`src/rtl/sap_control_sequencer.sv`:
```
// sap_control_sequencer
//   Control-word sequencer for the 8-bit adder/accumulator datapath.
//   It accepts 4-bit opcodes over a valid/ready handshake. Each accepted
//   opcode runs IDLE -> EXEC (1 cycle) -> WAIT (WAIT_CYCLES cycles) and
//   then retires back to IDLE. HLT retires into HALT instead.
//   It latches CF/ZF after ADD/SUB and uses them for SKZ/SKC skips.
//
// Build option:
//   SEQ_RETIRE_CNT_EN  defined: the retired-instruction counter is built.
//                      undefined: no counter flops; retired_cnt reads 0.
//
// Ports:
//   clk, rst_n            clock; synchronous active-low reset
//   instr/instr_valid     opcode offered by the upstream
//   instr_ready           high only in IDLE
//   resume                1-cycle pulse that leaves HALT
//   cf_in, zf_in          datapath flags, sampled on the last WAIT cycle
//   nla nlb ea eu sub     datapath control word (registered)
//   bus_sel               output mux select (registered)
//   busy, halted          status decoded from the registered state
//   illegal               sticky flag for an executed undefined opcode
//   cf_q, zf_q            latched flags
//   retired_cnt           count of retired opcodes; wraps
module sap_control_sequencer #(
  parameter int CNT_W       = 16,
  parameter int WAIT_CYCLES = 1
) (
  input  logic             clk,
  input  logic             rst_n,
  input  logic [3:0]       instr,
  input  logic             instr_valid,
  output logic             instr_ready,
  input  logic             resume,
  input  logic             cf_in,
  input  logic             zf_in,
  output logic             nla,
  output logic             nlb,
  output logic             ea,
  output logic             eu,
  output logic             sub,
  output logic             bus_sel,
  output logic             busy,
  output logic             halted,
  output logic             illegal,
  output logic             cf_q,
  output logic             zf_q,
  output logic [CNT_W-1:0] retired_cnt
);

  typedef enum logic [1:0] {S_IDLE, S_EXEC, S_WAIT, S_HALT} state_t;

  // Control word packing: {nla, nlb, ea, eu, sub, bus_sel}
  localparam logic [5:0] CW_IDLE   = 6'b110000;
  localparam logic [2:0] WAIT_LAST = 3'(WAIT_CYCLES - 1);

  localparam logic [3:0] OP_LDA = 4'h1;
  localparam logic [3:0] OP_LDB = 4'h2;
  localparam logic [3:0] OP_ADD = 4'h3;
  localparam logic [3:0] OP_SUB = 4'h4;
  localparam logic [3:0] OP_OUT = 4'h5;
  localparam logic [3:0] OP_SKZ = 4'h6;
  localparam logic [3:0] OP_SKC = 4'h7;
  localparam logic [3:0] OP_HLT = 4'hF;

  state_t     state;
  logic [3:0] ir;
  logic [2:0] wait_cnt;
  logic       skip_pending;
  logic [5:0] cw;
  logic       retire;

  function automatic logic [5:0] decode(input logic [3:0] op);
    case (op)
      OP_LDA:  decode = 6'b010000;
      OP_LDB:  decode = 6'b100000;
      OP_ADD:  decode = 6'b010100;
      OP_SUB:  decode = 6'b010110;
      OP_OUT:  decode = 6'b111001;
      default: decode = CW_IDLE;
    endcase
  endfunction

  assign {nla, nlb, ea, eu, sub, bus_sel} = cw;
  assign instr_ready = (state == S_IDLE);
  assign busy        = (state != S_IDLE);
  assign halted      = (state == S_HALT);
  assign retire      = (state == S_WAIT) && (wait_cnt == WAIT_LAST);

  // The control word is loaded on the edge that enters EXEC.
  // This keeps every output a flop, so instr never reaches the pins
  // combinationally.
  always_ff @(posedge clk) begin
    if (!rst_n) begin
      state        <= S_IDLE;
      ir           <= 4'h0;
      wait_cnt     <= 3'd0;
      skip_pending <= 1'b0;
      cw           <= CW_IDLE;
      illegal      <= 1'b0;
      cf_q         <= 1'b0;
      zf_q         <= 1'b0;
    end else begin
      case (state)
        S_IDLE: begin
          if (instr_valid) begin
            if (skip_pending) begin
              // The opcode is consumed but discarded, and it does not retire.
              skip_pending <= 1'b0;
            end else begin
              ir    <= instr;
              cw    <= decode(instr);
              state <= S_EXEC;
            end
          end
        end
        S_EXEC: begin
          cw       <= CW_IDLE;
          wait_cnt <= 3'd0;
          state    <= S_WAIT;
          if (ir == OP_SKZ && zf_q) skip_pending <= 1'b1;
          if (ir == OP_SKC && cf_q) skip_pending <= 1'b1;
          if (ir[3] && ir != OP_HLT) illegal <= 1'b1;
        end
        S_WAIT: begin
          if (wait_cnt == WAIT_LAST) begin
            if (ir == OP_ADD || ir == OP_SUB) begin
              cf_q <= cf_in;
              zf_q <= zf_in;
            end
            state <= (ir == OP_HLT) ? S_HALT : S_IDLE;
          end else begin
            wait_cnt <= wait_cnt + 3'd1;
          end
        end
        S_HALT: begin
          if (resume) state <= S_IDLE;
        end
        default: state <= S_IDLE;
      endcase
    end
  end

`ifdef SEQ_RETIRE_CNT_EN
  always_ff @(posedge clk) begin
    if (!rst_n)      retired_cnt <= '0;
    else if (retire) retired_cnt <= retired_cnt + 1'b1;
  end
`else
  assign retired_cnt = '0;
  logic unused_retire;
  assign unused_retire = retire;
`endif

endmodule

```
`config.mk`:
```
export PLATFORM = sky130hd
export DESIGN_NAME = sap_control_sequencer
export DESIGN_NICKNAME = d
export VERILOG_FILES = /design/src/rtl/sap_control_sequencer.sv
export SDC_FILE = /design/constraint.sdc
export NUM_CORES = 1
export LEC_CHECK = 0
export CAP_MARGIN = 25
export CORE_ASPECT_RATIO = 0.6
export CORE_UTILIZATION = 40
export DETAILED_ROUTE_END_ITERATION = 8
export PLACE_DENSITY_LB_ADDON = 0.1
export RECOVER_POWER = 100
export SETUP_SLACK_MARGIN = 0.05
export SYNTH_ARGS = -nofsm -noshare
export SYNTH_HDL_FRONTEND = slang
export SYNTH_SLANG_ARGS = --single-unit
```
`constraint.sdc`:
```
create_clock -name clk -period 1.4 [get_ports clk]
set_clock_uncertainty 0.1 [all_clocks]
set_input_delay 0.42 -clock clk [delete_from_list [all_inputs] [get_ports clk]]
set_output_delay 0.42 -clock clk [all_outputs]
set_load 0.03 [all_outputs]
```
==> metrics.txt <==
# TYPE chip_impl_metric gauge
chip_impl_metric{name="htreeDepth",unit=""} 1
chip_impl_metric{name="clock_transition_at_the_register_clock_pins_on_the_worst_setup_and_hold_paths_after_cts",unit="ns"} 0.07
chip_impl_metric{name="count_of_synthesis_stage_warnings_from_yosys",unit=""} 0
chip_impl_metric{name="sequential_to_total_area_share_from_yosys_stat",unit="%"} 33.8
chip_impl_metric{name="antenna_violations_before_repair",unit=""} 0
chip_impl_metric{name="groute.layer.met1.usage",unit="%"} 27.5
chip_impl_info{name="endpoint_kind",value="output pin"} 1
chip_impl_metric{name="global_route.usage.total",unit="%"} 19.1
chip_impl_metric{name="core_region_area",unit="um^2"} 2520
chip_impl_metric{name="finalHoldViolations",unit=""} 0
chip_impl_info{name="cp_cell_sequence",value="buf_6 -> nor2_4 -> inv_2 -> buf_6"} 1
chip_impl_metric{name="syn-instance-count",unit=""} 122
chip_impl_metric{name="setup-violations-final",unit=""} 13
chip_impl_metric{name="firstDrtPassIters",unit=""} 4
chip_impl_metric{name="detailedRoute.firstIterationViolations",unit=""} 38
chip_impl_metric{name="arrival",unit="ns"} 1.01
chip_impl_metric{name="starting_density_of_the_core",unit="%"} 42.3
chip_impl_metric{name="final_min_period_over_clock_period",unit="%"} 109
chip_impl_metric{name="final_layout_size_suffix_gt1_share",unit="%"} 45.3
chip_impl_info{name="cts_tree",value="done"} 1
chip_impl_metric{name="layout_overhead_on_the_synthesized_area",unit="%"} 50.1
chip_impl_metric{name="buffer_ports.inserted",unit=""} 21
chip_impl_metric{name="grt_max_degree",unit=""} 21
chip_impl_metric{name="clk_latency",unit="ns"} 0.26
chip_impl_metric{name="leakage_power_total",unit="nW"} 0.683
chip_impl_metric{name="final_routed_wirelength_across_all_metal_layers",unit="um"} 2590
chip_impl_metric{name="fin_ws",unit="ns"} -0.128
chip_impl_metric{name="synth_enable_flop_cells",unit=""} 0
chip_impl_metric{name="globalRouteMet2Util",unit="%"} 27.8
chip_impl_metric{name="numCtsBuffers",unit=""} 3
chip_impl_info{name="min-delay-path-class",value="reg -> reg"} 1
chip_impl_metric{name="rows",unit=""} 14
chip_impl_info{name="clk_tree_root_cell",value="sky130_fd_sc_hd__clkbuf_8"} 1
chip_impl_metric{name="route.vias.total",unit=""} 986
chip_impl_metric{name="achievable-frequency",unit="MHz"} 654
chip_impl_metric{name="gp_routability_congestion",unit=""} 0.848
chip_impl_metric{name="route.detailed.vias_per_inst",unit=""} 4.88
chip_impl_metric{name="dpl_worst_slack",unit="ns"} -0.565
chip_impl_metric{name="finalWorstPathRequiredPeriod",unit="ns"} 1.53
chip_impl_info{name="run_status",value="complete, but fails checks"} 1
chip_impl_metric{name="die_area",unit="um^2"} 2890
chip_impl_info{name="cp-start-kind",value="flop"} 1
chip_impl_metric{name="cp.required",unit="ns"} 0.88
chip_impl_metric{name="ant_cells",unit=""} 0
chip_impl_metric{name="number_of_violations_of_the_max_capacitance_limit",unit=""} 0
chip_impl_metric{name="groute.layer.met3.usage",unit="%"} 5.71
chip_impl_metric{name="ys_types",unit=""} 36
chip_impl_metric{name="final_max_slew_viol_count",unit=""} 0
chip_impl_metric{name="timing.critical_path.buf_inv",unit=""} 3
chip_impl_info{name="worst_path_most_repeated_cell",value="sky130_fd_sc_hd__buf_6"} 1
chip_impl_metric{name="clkSinkCount",unit=""} 18
chip_impl_info{name="worst_path_dominant_cell_family",value="flip-flops"} 1
chip_impl_metric{name="number_of_global_route_vias_before_repair",unit=""} 862
chip_impl_info{name="synth_ff_type",value="sky130_fd_sc_hd__dfxtp_1"} 1
chip_impl_metric{name="cts_buffer_depth",unit=""} 2
chip_impl_metric{name="irDropWorstVdd",unit="uV"} 497
chip_impl_info{name="grt.busiest_layer",value="met2"} 1
chip_impl_metric{name="place_hpwl",unit="um"} 1780
chip_impl_metric{name="path_max_fanout",unit=""} 3
chip_impl_metric{name="grt_pass1_wl",unit="um"} 4040
chip_impl_metric{name="die_w",unit="um"} 68.7
chip_impl_metric{name="timing.critical_path.slowest_cell_delay",unit="ns"} 0.36
chip_impl_metric{name="ys_async_sr_fraction",unit="%"} 0
chip_impl_info{name="critical_path.slowest_cell",value="sky130_fd_sc_hd__dfxtp_4"} 1
chip_impl_metric{name="synthesis.area",unit="um^2"} 1070
chip_impl_metric{name="synthesis.area_per_instance",unit="um^2"} 8.75
chip_impl_metric{name="nets",unit=""} 183
chip_impl_metric{name="drt.antenna.violating_nets",unit=""} 0
chip_impl_metric{name="final.fill_count",unit=""} 201
chip_impl_metric{name="drt_drc_violations_left",unit=""} 0
chip_impl_metric{name="gr-total-overflow",unit=""} 0
chip_impl_metric{name="die_height",unit="um"} 42.0
chip_impl_info{name="timing.setup.critical_path_class",value="reg -> out"} 1
chip_impl_metric{name="routed_wire_length_per_instance",unit="um"} 12.8
chip_impl_metric{name="io_pins",unit=""} 38
chip_impl_info{name="setup_repair_after_global_routing_missed_its_margin",value="true"} 1
chip_impl_metric{name="power.density_cell_area",unit="nW/um^2"} 799
chip_impl_metric{name="ys_seq_elements",unit=""} 18
chip_impl_metric{name="tns",unit="ns"} -0.756
chip_impl_info{name="failed_checks",value="negative setup slack"} 1
## cells in the mapped netlist (3+ instances only)
cell type / count / share of area [%]
sky130_fd_sc_hd__nand2_1: 7 / 2.5
sky130_fd_sc_hd__buf_4: 17 / 12
sky130_fd_sc_hd__nor2_1: 4 / 1.4
sky130_fd_sc_hd__inv_1: 6 / 2.1
sky130_fd_sc_hd__and2_1: 3 / 1.8
sky130_fd_sc_hd__dfxtp_1: 18 / 34
sky130_fd_sc_hd__nand3_1: 3 / 1.4
sky130_fd_sc_hd__mux2i_1: 4 / 3.8
sky130_fd_sc_hd__a21oi_1: 5 / 2.3
sky130_fd_sc_hd__o21ai_0: 8 / 3.8
sky130_fd_sc_hd__buf_2: 3 / 1.4
sky130_fd_sc_hd__nor2b_1: 14 / 8.2
## worst paths after layout
path                               from                 end  slack (ns)  depth (start not counted)
setup / recovery  state[0]$_SDFFE_PN0P_                busy       -0.13                          4
setup reg to reg  state[0]$_SDFFE_PN0P_  cw[4]$_SDFFE_PN1P_       -0.08                          5
hold reg to reg      cw[2]$_SDFFE_PN0P_  cw[2]$_SDFFE_PN0P_        0.36                          2
hold / removal       cw[2]$_SDFFE_PN0P_  cw[2]$_SDFFE_PN0P_        0.36                          2
## sequential cells by signal, summed over array words and instances (netlist names)
| register | cells |
|---|---|
| ir | 4 |
| cf_q | 1 |
| wait_cnt | 3 |
| skip_pending | 1 |
| state | 2 |
| zf_q | 1 |
| cw | 5 |
| illegal | 1 |
## worst min-delay path, stage by stage (launching register included)
cell,delay (ns)
sky130_fd_sc_hd__dfxtp_1,0.31
sky130_fd_sc_hd__nand2_1,0.05
sky130_fd_sc_hd__a21boi_1,0.06
## through the flow
step | util, % | power, mW | instances | area (um^2) | hold slack [ns]
floorplan | - | 0.748 | 137 | 1140 | 0.405
global placement | 55.1 | 0.819 | 191 | 1390 | 0.355
detailed placement | 55.1 | 0.821 | 191 | 1390 | 0.367
CTS | 60.4 | 1.26 | 198 | 1520 | 0.364
global route | 63.5 | 1.34 | 202 | 1600 | 0.385
finish | 63.5 | 1.28 | 202 | 1600 | 0.364
## logic make-up after synthesis
logic type	Yosys count	share of synthesized area [%]
and+or+nand+nor	44	26.0
muxes	6	5.86
AOI/OAI and AO/OA	24	15.8
buffers and inverters	27	15.8
other	1	0.351
adders and majority gates	2	2.34
DFF	18	33.8
## where the power goes
| part | leakage, nW | switching, mW | total, mW | internal, mW |
|---|---|---|---|---|
| combinational | 0.504 | 0.173 | 0.310 | 0.137 |
| clock | 0.0288 | 0.181 | 0.431 | 0.250 |
| sequential | 0.150 | 0.0120 | 0.538 | 0.526 |
| total | 0.683 | 0.365 | 1.28 | 0.914 |
## routing by layer
metal,share of wire (%),vias up
li1,-,481
met1,48,454
met2,45,51
met3,7.1,0
met4,0,0
met5,0,-
## final cells by class
cell class	instances	area, um^2	area share [%]
multi-input cells	92	692	43.2
repair buffers	50	418	26.1
flip-flops and latches	18	374	23.4
clock buffers	4	55.1	3.44
well taps	32	40.0	2.50
inverters	6	22.5	1.41
## repair_timing
item	CTS	global route
resized for setup	26	23
gates cloned	0	0
hold buffers	0	0
setup buffers	3	4
pin swaps	9	12
endpoints found under the setup margin	20	23
## layout by cell type, fill, tap and decap left out, types with 2 or more instances in the layout
master	instances
sky130_fd_sc_hd__inv_1	3
sky130_fd_sc_hd__nor2_1	2
sky130_fd_sc_hd__nor2b_1	12
sky130_fd_sc_hd__dfxtp_2	5
sky130_fd_sc_hd__nand3_1	3
sky130_fd_sc_hd__nand2_1	7
sky130_fd_sc_hd__clkbuf_8	4
sky130_fd_sc_hd__mux2i_1	4
sky130_fd_sc_hd__a2bb2oi_2	2
sky130_fd_sc_hd__o21a_1	2
sky130_fd_sc_hd__dfxtp_4	2
sky130_fd_sc_hd__buf_6	7
sky130_fd_sc_hd__nor2b_4	2
sky130_fd_sc_hd__clkdlybuf4s50_1	4
sky130_fd_sc_hd__conb_1	16
sky130_fd_sc_hd__a21oi_1	4
sky130_fd_sc_hd__nand4_1	2
sky130_fd_sc_hd__inv_2	3
sky130_fd_sc_hd__clkbuf_2	8
sky130_fd_sc_hd__o21ai_1	4
sky130_fd_sc_hd__nand2b_1	2
sky130_fd_sc_hd__buf_4	23
sky130_fd_sc_hd__o21ai_2	3
sky130_fd_sc_hd__and2_1	2
sky130_fd_sc_hd__dlygate4sd2_1	5
sky130_fd_sc_hd__dfxtp_1	11
sky130_fd_sc_hd__mux2_2	2
Power figures use the tool's default switching activity.
